===== config.mk =====
export PLATFORM = sky130hd
export DESIGN_NAME = video_timing_gen_flat
export DESIGN_NICKNAME = d
export VERILOG_FILES = /design/src/rtl/video_timing_gen_if.sv /design/src/rtl/video_timing_gen.sv /design/src/flat_wrapper.sv
export SDC_FILE = /design/constraint.sdc
export NUM_CORES = 1
export LEC_CHECK = 0
export CAP_MARGIN = 30
export CORE_MARGIN = 1.5
export CORE_UTILIZATION = 45
export CTS_CLUSTER_DIAMETER = 100
export DETAILED_ROUTE_END_ITERATION = 10
export PLACE_DENSITY = 0.67
export SLEW_MARGIN = 0
export SYNTH_ARGS = -nofsm -noshare
export SYNTH_HDL_FRONTEND = slang
export SYNTH_SLANG_ARGS = --single-unit

===== constraint.sdc =====
create_clock -name I_pxl_clk -period 4.8 [get_ports I_pxl_clk]
set_input_delay 0.96 -clock I_pxl_clk [delete_from_list [all_inputs] [get_ports I_pxl_clk]]
set_output_delay 0.96 -clock I_pxl_clk [all_outputs]
set_load 0.01 [all_outputs]

===== src/rtl/video_timing_gen_if.sv =====
// rtl/video_timing_gen_if.sv - video timing outputs bundled toward the pattern source and TMDS encoder
interface video_timing_gen_if;
    logic        O_ready;
    logic        O_hs;
    logic        O_vs;
    logic        O_de;
    logic [11:0] O_x;
    logic [10:0] O_y;
    logic        O_frame_start;

    modport master (
        output O_ready, O_hs, O_vs, O_de, O_x, O_y, O_frame_start
    );

    modport slave (
        input  O_ready, O_hs, O_vs, O_de, O_x, O_y, O_frame_start
    );
endinterface


===== src/rtl/video_timing_gen.sv =====
// rtl/video_timing_gen.sv - PLL lock qualification and HS/VS/DE/coordinate generation on the pixel clock
module video_timing_gen #(
    parameter int H_ACTIVE  = 1280,
    parameter int H_FP      = 110,
    parameter int H_SYNC    = 40,
    parameter int H_BP      = 220,
    parameter int V_ACTIVE  = 720,
    parameter int V_FP      = 5,
    parameter int V_SYNC    = 5,
    parameter int V_BP      = 20,
    parameter bit HS_POL    = 1'b1,
    parameter bit VS_POL    = 1'b1,
    parameter int LOCK_WAIT = 1024
) (
    input  logic                      I_pxl_clk,
    input  logic                      I_rst,
    input  logic                      I_pll_lock,
    video_timing_gen_if.master        vid
);

    localparam int H_TOTAL = H_ACTIVE + H_FP + H_SYNC + H_BP;
    localparam int V_TOTAL = V_ACTIVE + V_FP + V_SYNC + V_BP;
    localparam int WW      = (LOCK_WAIT > 1) ? $clog2(LOCK_WAIT) : 1;

    localparam logic [11:0] H_LAST   = 12'(H_TOTAL - 1);
    localparam logic [11:0] H_ACT    = 12'(H_ACTIVE);
    localparam logic [11:0] HS_START = 12'(H_ACTIVE + H_FP);
    localparam logic [11:0] HS_END   = 12'(H_ACTIVE + H_FP + H_SYNC);
    localparam logic [10:0] V_LAST   = 11'(V_TOTAL - 1);
    localparam logic [10:0] V_ACT    = 11'(V_ACTIVE);
    localparam logic [10:0] VS_START = 11'(V_ACTIVE + V_FP);
    localparam logic [10:0] VS_END   = 11'(V_ACTIVE + V_FP + V_SYNC);
    localparam logic [WW-1:0] WAIT_LAST = WW'(LOCK_WAIT - 1);

    typedef enum logic [1:0] {
        ST_WAIT_LOCK = 2'd0,
        ST_SETTLE    = 2'd1,
        ST_RUN       = 2'd2
    } state_e;

    state_e        state_q, state_d;
    logic          lock_meta_q;
    logic          lock_s_q;
    logic [WW-1:0] wait_cnt_q, wait_cnt_d;
    logic [11:0]   h_cnt_q, h_cnt_d;
    logic [10:0]   v_cnt_q, v_cnt_d;
    logic          run_adv;

    logic          ready_q, ready_d;
    logic          hs_q, hs_d;
    logic          vs_q, vs_d;
    logic          de_q, de_d;
    logic [11:0]   x_q, x_d;
    logic [10:0]   y_q, y_d;
    logic          fs_q, fs_d;

    // I_pll_lock comes from the PLL domain; only lock_s_q is used below
    always_ff @(posedge I_pxl_clk) begin
        if (I_rst) begin
            lock_meta_q <= 1'b0;
            lock_s_q    <= 1'b0;
        end else begin
            lock_meta_q <= I_pll_lock;
            lock_s_q    <= lock_meta_q;
        end
    end

    always_ff @(posedge I_pxl_clk) begin
        if (I_rst) begin
            state_q <= ST_WAIT_LOCK;
        end else begin
            state_q <= state_d;
        end
    end

    always_comb begin
        state_d = state_q;
        case (state_q)
            ST_WAIT_LOCK: if (lock_s_q) state_d = ST_SETTLE;
            ST_SETTLE: begin
                if (!lock_s_q) begin
                    state_d = ST_WAIT_LOCK;
                end else if (wait_cnt_q == WAIT_LAST) begin
                    state_d = ST_RUN;
                end
            end
            ST_RUN:       if (!lock_s_q) state_d = ST_WAIT_LOCK;
            default:      state_d = ST_WAIT_LOCK;
        endcase
    end

    // Counters only move while RUN persists, so every entry into RUN starts at (0,0)
    always_comb begin
        run_adv    = (state_q == ST_RUN) && (state_d == ST_RUN);
        wait_cnt_d = '0;
        h_cnt_d    = '0;
        v_cnt_d    = '0;
        if ((state_q == ST_SETTLE) && (state_d == ST_SETTLE)) begin
            wait_cnt_d = wait_cnt_q + 1'b1;
        end
        if (run_adv) begin
            h_cnt_d = h_cnt_q;
            v_cnt_d = v_cnt_q;
            if (h_cnt_q == H_LAST) begin
                h_cnt_d = '0;
                v_cnt_d = (v_cnt_q == V_LAST) ? 11'd0 : v_cnt_q + 11'd1;
            end else begin
                h_cnt_d = h_cnt_q + 12'd1;
            end
        end
    end

    always_comb begin
        ready_d = (state_d == ST_RUN);
        hs_d    = ~HS_POL;
        vs_d    = ~VS_POL;
        de_d    = 1'b0;
        x_d     = '0;
        y_d     = '0;
        fs_d    = 1'b0;
        if (run_adv) begin
            de_d = (h_cnt_q < H_ACT) && (v_cnt_q < V_ACT);
            hs_d = ((h_cnt_q >= HS_START) && (h_cnt_q < HS_END)) ? HS_POL : ~HS_POL;
            vs_d = ((v_cnt_q >= VS_START) && (v_cnt_q < VS_END)) ? VS_POL : ~VS_POL;
            x_d  = de_d ? h_cnt_q : 12'd0;
            y_d  = de_d ? v_cnt_q : 11'd0;
            fs_d = (h_cnt_q == 12'd0) && (v_cnt_q == 11'd0);
        end
    end

    always_ff @(posedge I_pxl_clk) begin
        if (I_rst) begin
            wait_cnt_q <= '0;
            h_cnt_q    <= '0;
            v_cnt_q    <= '0;
            ready_q    <= 1'b0;
            hs_q       <= ~HS_POL;
            vs_q       <= ~VS_POL;
            de_q       <= 1'b0;
            x_q        <= '0;
            y_q        <= '0;
            fs_q       <= 1'b0;
        end else begin
            wait_cnt_q <= wait_cnt_d;
            h_cnt_q    <= h_cnt_d;
            v_cnt_q    <= v_cnt_d;
            ready_q    <= ready_d;
            hs_q       <= hs_d;
            vs_q       <= vs_d;
            de_q       <= de_d;
            x_q        <= x_d;
            y_q        <= y_d;
            fs_q       <= fs_d;
        end
    end

    assign vid.O_ready       = ready_q;
    assign vid.O_hs          = hs_q;
    assign vid.O_vs          = vs_q;
    assign vid.O_de          = de_q;
    assign vid.O_x           = x_q;
    assign vid.O_y           = y_q;
    assign vid.O_frame_start = fs_q;

endmodule

===== src/flat_wrapper.sv =====
// flat-port wrapper written by rule: the top's interface ports become plain ports
module video_timing_gen_flat 
#(
    parameter int H_ACTIVE  = 1280,
    parameter int H_FP      = 110,
    parameter int H_SYNC    = 40,
    parameter int H_BP      = 220,
    parameter int V_ACTIVE  = 720,
    parameter int V_FP      = 5,
    parameter int V_SYNC    = 5,
    parameter int V_BP      = 20,
    parameter bit HS_POL    = 1'b1,
    parameter bit VS_POL    = 1'b1,
    parameter int LOCK_WAIT = 1024
)
  (I_pxl_clk, I_rst, I_pll_lock, vid_O_ready, vid_O_hs, vid_O_vs, vid_O_de, vid_O_x, vid_O_y, vid_O_frame_start);
  video_timing_gen_if vid_i ();
  input  logic I_pxl_clk;
  input  logic I_rst;
  input  logic I_pll_lock;
  output wire logic [$bits(vid_i.O_ready)-1:0] vid_O_ready;
  output wire logic [$bits(vid_i.O_hs)-1:0] vid_O_hs;
  output wire logic [$bits(vid_i.O_vs)-1:0] vid_O_vs;
  output wire logic [$bits(vid_i.O_de)-1:0] vid_O_de;
  output wire logic [$bits(vid_i.O_x)-1:0] vid_O_x;
  output wire logic [$bits(vid_i.O_y)-1:0] vid_O_y;
  output wire logic [$bits(vid_i.O_frame_start)-1:0] vid_O_frame_start;
  assign vid_O_ready = vid_i.O_ready;
  assign vid_O_hs = vid_i.O_hs;
  assign vid_O_vs = vid_i.O_vs;
  assign vid_O_de = vid_i.O_de;
  assign vid_O_x = vid_i.O_x;
  assign vid_O_y = vid_i.O_y;
  assign vid_O_frame_start = vid_i.O_frame_start;
  video_timing_gen #(.H_ACTIVE(H_ACTIVE), .H_FP(H_FP), .H_SYNC(H_SYNC), .H_BP(H_BP), .V_ACTIVE(V_ACTIVE), .V_FP(V_FP), .V_SYNC(V_SYNC), .V_BP(V_BP), .HS_POL(HS_POL), .VS_POL(VS_POL), .LOCK_WAIT(LOCK_WAIT)) u_core (.I_pxl_clk(I_pxl_clk), .I_rst(I_rst), .I_pll_lock(I_pll_lock), .vid(vid_i));
endmodule

==> impl_metrics.json <==
{
  "ys_seq_area_frac": 0.5002,
  "die_w_um": 79.03,
  "maxSlewViolCount": 0,
  "number_of_synthesized_flops_with_an_enable_pin": 0,
  "remaining_drc_errors": 0,
  "wl_per_cell_um": 12.88,
  "std_cell_rows": 27,
  "fin_worst_hold_slack_ns": 0.4543,
  "area.sequential_um2": 1301,
  "initial_core_util": 0.4695,
  "clock_power_frac": 0.454,
  "numPlacedInstances": 366,
  "grt_pass1_wl_um": 7872,
  "fin_skew_ns": 0.006987,
  "height_of_the_die_um": 79.03,
  "worst_hold_path_type": "flop to flop",
  "swShare": 0.1940,
  "reg2reg_depth": 4,
  "synthDistinctLibCells": 43,
  "crit_path_start": "I_rst",
  "grt_max_degree": 23,
  "drt_first_iter_violations": 157,
  "vias_in_the_first_global_route": 1663,
  "start_kind": "input port",
  "net-switching-power_w": 0.0001946,
  "timing.setup.tns_ns": 0,
  "worst_r2r_startpoint": "u_core.h_cnt_q[2]",
  "cts.repair.resized": 0,
  "h-tree-depth": 3,
  "cts_sinks": 65,
  "gp_routability_congestion": 0.7870,
  "rrSetupSlack_ns": 2.57,
  "cell_internal_pwr_w": 0.0008086,
  "clockBufferDepth": 2,
  "maxCapViolCount": 0,
  "sequentialPowerShare": 0.540,
  "yosysTopAreaCell": "sky130_fd_sc_hd__dfxtp_1",
  "buffer_ports.inserted": 30,
  "syn-mean-instance-area_um2": 9.323,
  "cells_taking_the_most_area_after_synthesis": "sky130_fd_sc_hd__dfxtp_1 (50%), sky130_fd_sc_hd__and2_1 (5.3%), sky130_fd_sc_hd__nor2_1 (5.1%), sky130_fd_sc_hd__xnor2_1 (4.4%), sky130_fd_sc_hd__ha_1 (3.4%)",
  "worstPathMaxFanout": 11,
  "syn_to_final_growth_pct": 19.43,
  "globalRouteTotalUtil": 0.1667,
  "cts-buffers-inserted": 9,
  "mostFrequentLayoutCells": "sky130_fd_sc_hd__dfxtp_1 (65), sky130_fd_sc_hd__nor2_1 (35), sky130_fd_sc_hd__clkdlybuf4s50_1 (30)",
  "drt-total-wl_um": 4906,
  "via_count": 1962,
  "cts.clk_slew.worst_paths_ns": 0.07,
  "slew-limit-headroom": 0.4337,
  "post-cts-setup-buffers": 0,
  "post_synth_inst_count": 279,
  "diodes": 0,
  "p_per_area_nw_per_um2": 322.9,
  "final-setup-viol-count": 0,
  "num-nets-final": 315,
  "ys.warnings.count": 0,
  "first_pass_iters": 4,
  "critical_path_sink": "u_core.h_cnt_q[2]",
  "p_leak_nw": 1.056,
  "timing.final.crit_period_ns": 2.581,
  "post-synth-top-area-fraction": 0.5002,
  "global_route.overflow_total": 0,
  "synthesized_area_um2": 2601,
  "clk_lat_worst_skew_ns": 0.34,
  "drive_gt1_frac": 0.05825,
  "tritoncts": "built",
  "rsz_0062_raised_after_global_routing": "false",
  "worstSetupEndpointType": "flop",
  "critical_path_required_ns": 5.07,
  "outcome": "complete, no violations",
  "fraction_of_registers_with_async_set_or_reset_after_synthesis": 0,
  "max_clock_freq_mhz": 387.4,
  "power.ir.vdd_worst_mv": 0.2780,
  "avgViaCountPerCell": 5.150,
  "finalCritPeriodShare": 0.5377,
  "footprint_of_the_multi_input_gates_um2": 1190,
  "synth_flop_cell": "sky130_fd_sc_hd__dfxtp_1",
  "layout.cells.most_common": "sky130_fd_sc_hd__dfxtp_1",
  "layout.filler_cells": 531,
  "power.combinational.fraction": 0.006,
  "cts-root-buf": "sky130_fd_sc_hd__clkbuf_8",
  "finish.cell_count_without_fillers": 381,
  "num_io_pins": 31,
  "slew_at_the_pin_with_the_worst_max_slew_slack_ns": 0.8381,
  "hpwl_um": 3299,
  "ff_latch_count_synth": 65,
  "die_footprint_um2": 6246,
  "postCtsHoldBufs": 0,
  "final_hold_fails": 0,
  "cp_data_arrival_time_ns": 2.85,
  "worst-setup-path-type": "input port to flop",
  "core_area_um2": 5540,
  "crit-reg2reg-capture": "u_core.v_cnt_q[9]",
  "detail_route_antenna_nets": 0,
  "initial_antenna_violation_count": 0
}
-- metrics by stage --
| stage | utilization | setup WS, ns | area, um^2 | total power [W] |
|---|---|---|---|---|
| final | 0.5608 | 2.219 | 3107 | 0.001003 |
| after global routing | 0.5608 | 1.960 | 3107 | 0.001036 |
| after CTS | 0.5608 | 2.178 | 3107 | 0.001015 |
| after detailed placement | 0.5255 | 1.807 | 2912 | 0.0005599 |
| after global placement | 0.5255 | 1.881 | 2912 | 0.0005598 |
| after floorplan | - | 2.536 | 2605 | 0.0005559 |
-- cells by family (layout without fill, tap and decap cells) --
kind of cell	count (synthesis)	in the layout	share of synthesized area
flops	65	65	0.5002
fa+ha+maj	7	7	0.03367
simple gates	132	132	0.2795
mux	2	2	0.007696
xor+xnor	22	22	0.07408
buf+inv	24	53	0.04377
compound gates	26	26	0.05964
other cells	1	2	0.001442
-- synthesized netlist by cell type (all sizes together), types with 2 or more instances --
master / instances
xnor2: 13
dfxtp: 65
nor2: 35
and3: 6
ha: 7
a21oi: 10
clkbuf: 11
nand4: 7
nand3: 11
and2: 22
o21ai: 8
nor4: 7
mux2i: 2
nand2: 14
or3: 3
nor2b: 2
nand4b: 2
o31ai: 2
nor3: 10
and4: 3
nor3b: 2
buf: 5
inv: 8
xor2: 9
or4: 3
-- final cells by class --
cell class,count,share of cell area
Inverter,8,0.009666
Tap cell,72,0.02900
Clock inverter,3,0.01289
Multi-Input combinational cell,191,0.3830
Timing Repair Buffer,30,0.09666
Clock buffer,12,0.04994
Sequential cell,65,0.4188
-- worst max-delay path, cell delays in order --
cell	delay (ns)
sky130_fd_sc_hd__clkdlybuf4s50_1	0.47
sky130_fd_sc_hd__nor4bb_1	0.75
sky130_fd_sc_hd__nand2_1	0.45
sky130_fd_sc_hd__nor2_1	0.20
-- metal layers --
layer / routed length (um) / GRT usage
met5: 0 / 0
met4: 73 / 0.05789
met3: 231 / 0.07816
met2: 2293 / 0.2538
met1: 2307 / 0.2066
-- worst min-delay path by stage --
stage	start	end	slack, ns	cells after the start
after CTS	u_core.lock_meta_q	u_core.lock_s_q	0.45	1
final	u_core.lock_meta_q	u_core.lock_s_q	0.45	1
after detailed placement	u_core.lock_meta_q	u_core.lock_s_q	0.44	1
after floorplan	u_core.lock_meta_q	u_core.lock_s_q	0.41	1
after global placement	u_core.lock_meta_q	u_core.lock_s_q	0.43	1
after global routing	u_core.lock_meta_q	u_core.lock_s_q	0.47	1
-- power groups by stage --
| stage | Sequential [W] | Combinational (W) | Clock [W] |
|---|---|---|---|
| global placement | 0.000554 | 0.00000570 | 0 |
| floorplan | 0.000554 | 0.00000150 | 0 |
| finish | 0.000542 | 0.00000577 | 0.000455 |
| detailed placement | 0.000554 | 0.00000583 | 0 |
| CTS | 0.000542 | 0.00000580 | 0.000467 |
| global route | 0.000542 | 0.00000631 | 0.000488 |
-- state kept, by name, indices dropped and copies added (netlist names) --
register	flops
u_core.vid.O_de	1
u_core.wait_cnt_q	10
u_core.vid.O_frame_start	1
u_core.vid.O_vs	1
u_core.lock_s_q	1
u_core.state_q	2
u_core.vid.O_hs	1
u_core.vid.O_y	11
u_core.vid.O_ready	1
u_core.vid.O_x	12
u_core.v_cnt_q	11
u_core.h_cnt_q	12
u_core.lock_meta_q	1
Power figures use the tool's default switching activity.
